$ cat config.mk
export PLATFORM = sky130hd
export DESIGN_NAME = rob_commit_writer
export DESIGN_NICKNAME = d
export VERILOG_FILES = /design/src/rtl/rob_commit_writer.sv
export SDC_FILE = /design/constraint.sdc
export NUM_CORES = 1
export LEC_CHECK = 0
export BUFFER_PORTS_ARGS = -buffer_cell sky130_fd_sc_hd__buf_2
export CAP_MARGIN = 20
export CORE_UTILIZATION = 45
export DETAILED_ROUTE_END_ITERATION = 8
export GPL_ROUTABILITY_DRIVEN = 0
export GPL_TIMING_DRIVEN = 0
export SYNTH_ARGS = -nofsm -noshare
export SYNTH_HDL_FRONTEND = slang
export SYNTH_SLANG_ARGS = --single-unit
$ cat constraint.sdc
create_clock -name clk -period 10.8 [get_ports clk]
set_input_delay 0.54 -clock clk [delete_from_list [all_inputs] [get_ports clk]]
set_output_delay 0.54 -clock clk [all_outputs]
set_load 0.03 [all_outputs]
$ cat src/rtl/rob_commit_writer.sv
// Reorder buffer with in-order retirement onto the architectural register
// file write port. Entries are allocated at dispatch, completed from the
// CDB in any order, and retired one per cycle from the head.
module rob_commit_writer #(
   parameter int D_WIDTH   = 31,
   parameter int A_WIDTH   = 4,
   parameter int TAG_W     = 3,
   parameter int ROB_DEPTH = 8
) (
   input  logic               clk,
   input  logic               reset,
   input  logic               alloc_valid,
   input  logic [A_WIDTH:0]   alloc_rd,
   input  logic               alloc_has_dest,
   output logic               alloc_ready,
   output logic [TAG_W-1:0]   alloc_tag,
   input  logic               cdb_valid,
   input  logic [TAG_W-1:0]   cdb_tag,
   input  logic [D_WIDTH:0]   cdb_data,
   input  logic               flush,
   output logic               regWrite,
   output logic [A_WIDTH:0]   wraddress,
   output logic [D_WIDTH:0]   wdata,
   output logic               validCommit,
   output logic [TAG_W:0]     count
);

   localparam logic [TAG_W-1:0] TAG_ONE  = TAG_W'(1);
   localparam logic [TAG_W:0]   CNT_ONE  = (TAG_W+1)'(1);
   localparam logic [TAG_W:0]   DEPTH_C  = (TAG_W+1)'(ROB_DEPTH);

   // Per-entry storage
   logic               valid_q    [ROB_DEPTH];
   logic               valid_d    [ROB_DEPTH];
   logic               done_q     [ROB_DEPTH];
   logic               done_d     [ROB_DEPTH];
   logic               has_dest_q [ROB_DEPTH];
   logic               has_dest_d [ROB_DEPTH];
   logic [A_WIDTH:0]   rd_q       [ROB_DEPTH];
   logic [A_WIDTH:0]   rd_d       [ROB_DEPTH];
   logic [D_WIDTH:0]   data_q     [ROB_DEPTH];
   logic [D_WIDTH:0]   data_d     [ROB_DEPTH];

   // Pointers, occupancy and registered commit port
   logic [TAG_W-1:0]   head_q, head_d;
   logic [TAG_W-1:0]   tail_q, tail_d;
   logic [TAG_W:0]     count_q, count_d;
   logic               reg_write_q, reg_write_d;
   logic               valid_commit_q, valid_commit_d;
   logic [A_WIDTH:0]   wraddress_q, wraddress_d;
   logic [D_WIDTH:0]   wdata_q, wdata_d;

   logic               alloc_fire;
   logic               commit_fire;

   // Handshake and output ports driven straight from state
   always_comb begin
      alloc_ready = (count_q < DEPTH_C);
      alloc_tag   = tail_q;
      regWrite    = reg_write_q;
      wraddress   = wraddress_q;
      wdata       = wdata_q;
      validCommit = valid_commit_q;
      count       = count_q;
   end

   // Next-state: flush wins; otherwise commit, CDB capture and allocation.
   // Commit clears the head before allocation may reuse a slot, and a CDB
   // hit on a slot being allocated this cycle is ignored because that slot
   // is not yet valid.
   always_comb begin
      valid_d        = valid_q;
      done_d         = done_q;
      has_dest_d     = has_dest_q;
      rd_d           = rd_q;
      data_d         = data_q;
      head_d         = head_q;
      tail_d         = tail_q;
      count_d        = count_q;
      reg_write_d    = 1'b0;
      valid_commit_d = 1'b0;
      wraddress_d    = wraddress_q;
      wdata_d        = wdata_q;

      alloc_fire  = alloc_valid && (count_q < DEPTH_C);
      commit_fire = valid_q[head_q] && done_q[head_q];

      if (flush) begin
         valid_d = '{default: 1'b0};
         head_d  = '0;
         tail_d  = '0;
         count_d = '0;
      end else begin
         if (commit_fire) begin
            valid_d[head_q] = 1'b0;
            head_d          = head_q + TAG_ONE;
            valid_commit_d  = 1'b1;
            reg_write_d     = has_dest_q[head_q] && (rd_q[head_q] != '0);
            wraddress_d     = rd_q[head_q];
            wdata_d         = data_q[head_q];
         end

         if (cdb_valid && valid_q[cdb_tag]) begin
            done_d[cdb_tag] = 1'b1;
            data_d[cdb_tag] = cdb_data;
         end

         if (alloc_fire) begin
            valid_d[tail_q]    = 1'b1;
            done_d[tail_q]     = 1'b0;
            has_dest_d[tail_q] = alloc_has_dest;
            rd_d[tail_q]       = alloc_rd;
            tail_d             = tail_q + TAG_ONE;
         end

         case ({alloc_fire, commit_fire})
            2'b10:   count_d = count_q + CNT_ONE;
            2'b01:   count_d = count_q - CNT_ONE;
            default: count_d = count_q;
         endcase
      end
   end

   // State register with asynchronous clear
   always_ff @(posedge clk or posedge reset) begin
      if (reset) begin
         valid_q        <= '{default: 1'b0};
         done_q         <= '{default: 1'b0};
         has_dest_q     <= '{default: 1'b0};
         rd_q           <= '{default: '0};
         data_q         <= '{default: '0};
         head_q         <= '0;
         tail_q         <= '0;
         count_q        <= '0;
         reg_write_q    <= 1'b0;
         valid_commit_q <= 1'b0;
         wraddress_q    <= '0;
         wdata_q        <= '0;
      end else begin
         valid_q        <= valid_d;
         done_q         <= done_d;
         has_dest_q     <= has_dest_d;
         rd_q           <= rd_d;
         data_q         <= data_d;
         head_q         <= head_d;
         tail_q         <= tail_d;
         count_q        <= count_d;
         reg_write_q    <= reg_write_d;
         valid_commit_q <= valid_commit_d;
         wraddress_q    <= wraddress_d;
         wdata_q        <= wdata_d;
      end
   end

endmodule

# Word-level counts from Yosys, hierarchy flattened
# Cells that the tools add are included.
dict set report word_totals {
  regBits 369
  output_inout_bits 47
  word_cells 132
  input_bits 46
}
dict set report classes {
  bitwise_logic 10
  n_addsub 4
  n_mux 48
  n_eq_ne 2
  order_cmp 7
  n_reduce_logical 14
}
# op count
set ops {}
lappend ops {{$bwmux W256} 1}
lappend ops {{$bmux W32 S3} 1}
lappend ops {{$demux W32 S3} 1}
lappend ops {{$mux W32} 3}
lappend ops {{$mux W8} 7}
lappend ops {{$bwmux W40} 1}
lappend ops {{$and A8 B8 Y8} 2}
lappend ops {{$not A8 Y8} 2}
lappend ops {{$or A8 B8 Y8} 2}
lappend ops {{$bmux W5 S3} 1}
lappend ops {{$demux W5 S3} 1}
lappend ops {{$mux W1} 15}
lappend ops {{$mux W5} 3}
lappend ops {{$bmux W1 S3} 4}
lappend ops {{$ge A4 B4 Y1 const B} 3}
lappend ops {{$lt A4 B1 Y1 const B} 3}
lappend ops {{$mux W3} 4}
lappend ops {{$not A3 Y4} 3}
lappend ops {{$demux W1 S3} 3}
lappend ops {{$bwmux W8} 1}
lappend ops {{$pmux W4 S2} 1}
lappend ops {{$logic_and A1 B1 Y1} 7}
lappend ops {{$add A3 B1 Y3 const B} 2}
lappend ops {{$reduce_and A2 Y1} 3}
lappend ops {{other kinds (10)} 11}

# Logic depth before layout (Yosys ltp)
dict set report logic_depth {
  ltp_word 12
  depth_mapped 11
  mapped_depth_nobuf 10
}

# Least setup slack after synthesis
# No wires, ideal clock.
dict set report synth_timing {
  path_type {reg-to-reg}
  from {register head_q[1]}
  to {register count_q[2] (netlist: count[2])}
  n_path_buf 1
  period_less_slack_ns 2.595
  path_stages_with_launch 12
  setup_time_ns 0.138
  t_required_ns 10.662
  setup_slack_ns 8.205
  t_arrival_ns 2.457
  cell_sequence {dfrtp_1 -> buf_4 -> inv_2 -> mux4_2 -> mux2_4 -> nor2_1 -> xor2_1 -> ha_1 -> nand2b_1 -> nor2_1 -> a221oi_1 -> o22ai_1}
}
dict set report synth_between {
  elab_chain_cells 8
  word_cells_on_any_way 13
  classes_between {2 x eq/ne; 8 x mux; 1 x bitwise; 2 x reduce/logical}
}
# item line
set synth_rtl {}
lappend synth_rtl {{start: declaration} 45} ;# logic [TAG_W-1:0] head_q, head_d;
lappend synth_rtl {{start signal: assignment} 132} ;# head_q <= '0;
lappend synth_rtl {{start signal: assignment} 145} ;# head_q <= head_d;
lappend synth_rtl {{$not A3 Y4 (implied by the code) *} 86} ;# commit_fire = valid_q[head_q] && done_q[head_q];
lappend synth_rtl {{$bmux W1 S3} 86}
lappend synth_rtl {{$mux W1 (implied by the code) (2 in a row)} 86}
lappend synth_rtl {{$logic_and A1 B1 Y1 *} 86}
lappend synth_rtl {{$eq A2 B1 Y1 or $eq A2 B2 Y1 (tied branches)} 116} ;# case ({alloc_fire, commit_fire})
lappend synth_rtl {{$pmux W4 S2} 116}
lappend synth_rtl {{$mux W4} 88} ;# if (flush) begin
lappend synth_rtl {{end signal: assignment} 147} ;# count_q <= count_d;
lappend synth_rtl {{end: declaration} 47} ;# logic [TAG_W:0] count_q, count_d;
# Every way passes the cells marked *; elsewhere a longest branch is shown, timed or not. The select of a mux whose other input is x is not followed.
# A chain may end at the register's enable or synchronous reset.

# Worst setup path in the final report
dict set report layout_timing {
  from {register head_q[0]}
  to {register wdata_q[31] (netlist: wdata[31])}
}
dict set report layout_between {
  elab_chain_cells 6
  word_cells_on_any_way 12
  classes_between {9 x mux; 1 x bitwise; 2 x reduce/logical}
}
# item line
set layout_rtl {}
lappend layout_rtl {{$not A3 Y4 (implied by the code) *} {86, 100}}
lappend layout_rtl {{$bmux W1 S3} 86}
lappend layout_rtl {{$mux W1 (implied by the code) (2 in a row)} 86}
lappend layout_rtl {{$logic_and A1 B1 Y1} 86}
lappend layout_rtl {{$reduce_and A2 Y1 (no source line)} n/a}
lappend layout_rtl {{end signal: assignment} 151} ;# wdata_q <= wdata_d;
lappend layout_rtl {{end: declaration} 51} ;# logic [D_WIDTH:0] wdata_q, wdata_d;
# Marks and branches as above.

==> flow_metrics.tcl <==
set metrics [dict create \
    setup-tns-final_ns 0 \
    start_kind "register" \
    diodes 0 \
    dpl-instance-area_sq_um 17100 \
    final_core_utilization_pct 53.2 \
    stdcell_count 1789 \
    synth.most_common_cell "dfrtp_1" \
    cp_max_fo 10 \
    cap_violations 0 \
    dpl.hpwl_um 28400 \
    whs_ns 0.196 \
    syn_area_sq_um 16000 \
    synth_top_area_share_pct 57.7 \
    p_leak_nw 8.78 \
    finish.instance_area_sq_um 18500 \
    ff2ff_path_depth 8 \
    cts_sinks 369 \
    hold_viol 0 \
    critical_path_class "reg -> reg" \
    regArea_sq_um 9230 \
    avgRoutedWirePerCell_um 25.3 \
    r2r_end "wdata[31]$_DFFE_PP0P_" \
    viasPerCell 5.89 \
    p_int_mw 2.48 \
    synth_top_flop_cell "dfrtp_1" \
    nets 1354 \
    yosys.area.top_type "dfrtp_1" \
    synth.distinct_cells 53 \
    crit_buf_inv 3 \
    syn_nets 1218 \
    vdd_drop_max_mv 0.124 \
    coreArea_sq_um 34800 \
    grt_overflow_total 0 \
    status "finished, final reports clean" \
    crit_family "buffers and inverters" \
    postCtsSetupRepairBufs 0 \
    cp-end-kind "register" \
    synthTopCellsByCount "dfrtp_1 (369), mux2_2 (307), a22oi_1 (63), nand2_1 (41), clkbuf_1 (35)" \
    ioPinCount 93 \
    grt_max_degree 129 \
    synth_warnings 0 \
    syn_avg_cell_area_sq_um 13.7 \
    cp_data_arrival_time_ns 4.42 \
    grt_antenna_before_repair 2 \
    fp.dieW_um 191 \
    cts_inserted_buffers 41 \
    fin_ws_ns 6.85 \
    regToRegSetupSlack_ns 6.85 \
    placedCellCount 1716 \
    cts_resized 0 \
    crit_chain "clkbuf_1, nand2_1, nor2_1, clkbuf_1, clkbuf_1, a22oi_1, a31oi_1, a21o_1" \
    cts_tree "done" \
    synth_seq_cells 369 \
    htreeDepth 2 \
    p_sw_share_pct 22.9 \
    yosys-top-cells-area "dfrtp_1 (58%), mux2_2 (22%), a22oi_1 (3.0%)" \
    skew_ns 0.0120 \
    period_needed_ns 3.95 \
    vias 10500 \
    root_buffer "clkbuf_16" \
    holdCritPathClass "in -> async" \
    finalSetupViolations 0 \
    slew_viol_final 0 \
    ant_nets 0 \
    rsz0062_at_grt "no" \
    drive_above_1_share_pct 39.5 \
    worst_slew_pin_slew_ns 1.16 \
    start_util_pct 46.0 \
    wirelength_um 45300 \
    slew_headroom_pct 22.4 \
    grt_pass1_vias 10700 \
    fillCellCount 2970 \
    crit_top_cell "clkbuf_1" \
    dieHeight_um 191 \
    syn2layout_area_growth_pct 15.6 \
    clk_pin_slew_ns 0.06 \
    pwr-share-clk_pct 45.0 \
    synth_edf_count 0 \
    drc 0 \
    p_comb_share_pct 7.3 \
    grt_util_all_layers_pct 25.7 \
    drt_iter0_drc 759 \
    cts_buffer_depth 3 \
    post-route-period-util_pct 36.5 \
    crit_slowest_cell "clkbuf_1" \
    ys_async_sr_fraction_pct 100 \
    ys_seq_area_share_pct 57.7 \
    post-place-ws_ns 6.99 \
    power_density_nw_per_um2 174 \
    slowest_delay_ns 0.81 \
    r2r_start "head_q[0]$_DFFE_PP0P_" \
    total_power_mw 3.21 \
    postCtsHoldBufs 0 \
    clock_latency_ns 0.53 \
    dieArea_sq_um 36300 \
    port_buffers 90 \
    p_sw_mw 0.735 \
    multi_input_area_sq_um 6290 \
    required_ns 11.27 \
    synthCells 1168 \
    drtPass1Iterations 5 \
    pwr-share-seq_pct 47.7 \
    fmax_mhz 253 \
    grt_pass1_wl_um 69300 \
    placementRows 68 \
]
==> power by group through the flow <==
stage,clock [mW],sequential [mW],combinational (mW)
floorplan,0,1.56,0.150
global placement,0,1.55,0.226
detailed placement,0,1.55,0.236
CTS,1.47,1.53,0.237
global route,1.53,1.54,0.259
finish,1.45,1.53,0.234
==> final cells by class <==
class                   count  area share (%)
inverters                  12           0.284
flip-flops and latches    369            49.9
multi-input cells         710            34.0
plain buffers              77            2.36
clock buffers              62            6.69
repair buffers             93            2.81
clock inverters            11           0.859
well taps                 455            3.08
==> logic make-up (layout without fill, tap and decap cells) <==
kind of cell,count (synthesis),count (layout),synth area share (%)
adder cells (fa/ha/maj),4,4,0.313
AND/OR/NAND/NOR,125,125,3.78
XOR/XNOR,8,8,0.438
AO/OA/AOI/OAI,244,244,11.4
flip-flops,369,369,57.7
buffers and inverters,89,255,3.01
multiplexers,329,329,23.4
==> how the worst max path moves through the flow <==
stage	start	endpoint	slack [ns]	cells after the start
5_1_grt	head_q[0]$_DFFE_PP0P_	wdata[31]$_DFFE_PP0P_	6.77	8
3_3_place_gp	reset	wdata[1]$_DFFE_PP0P_	-4.20	2
3_5_place_dp	head_q[0]$_DFFE_PP0P_	wdata[31]$_DFFE_PP0P_	6.99	8
4_1_cts	head_q[0]$_DFFE_PP0P_	wdata[31]$_DFFE_PP0P_	6.95	8
2_1_floorplan	reset	alloc_tag[0]$_DFFE_PP0P_	0.01	1
6_report	head_q[0]$_DFFE_PP0P_	wdata[31]$_DFFE_PP0P_	6.85	8
==> layout by cell type, fill, tap and decap left out, drive strengths merged, types with 3 or more instances in the layout <==
cell type | netlist | routed
dfrtp | 369 | 369
mux2 | 312 | 312
buf | 42 | 135
clkbuf | 35 | 97
a22oi | 63 | 63
nand2 | 41 | 41
nor2 | 40 | 40
a221oi | 34 | 34
a21o | 31 | 31
a31oi | 31 | 31
a22o | 29 | 29
o21ai | 19 | 19
mux2i | 13 | 13
inv | 12 | 13
nor3 | 11 | 11
a21oi | 9 | 9
nand2b | 9 | 9
nand3 | 8 | 8
nor2b | 7 | 7
o21a | 7 | 7
clkinv | 0 | 6
xnor2 | 5 | 5
o22ai | 4 | 4
mux4 | 4 | 4
ha | 4 | 4
bufinv | 0 | 4
and3 | 3 | 3
nor4 | 3 | 3
a31o | 3 | 3
xor2 | 3 | 3
==> registers in the layout, indices dropped and copies added, names as in the netlist, 4 cells and up <==
register	cells
data_q	256
rd_q	40
wdata	32
done_q	8
has_dest_q	8
valid_q	8
wraddress	5
count	4
==> per-layer routing <==
metal  track usage (%)  up-vias  part of all wire [%]
met5                 0        -                 0.068
met4              6.18        4                   1.9
met3              3.28       70                   4.6
met2              40.7      276                    47
met1              37.6     5575                    46
li1                  -     4615                     -
Power figures use the tool's default switching activity.
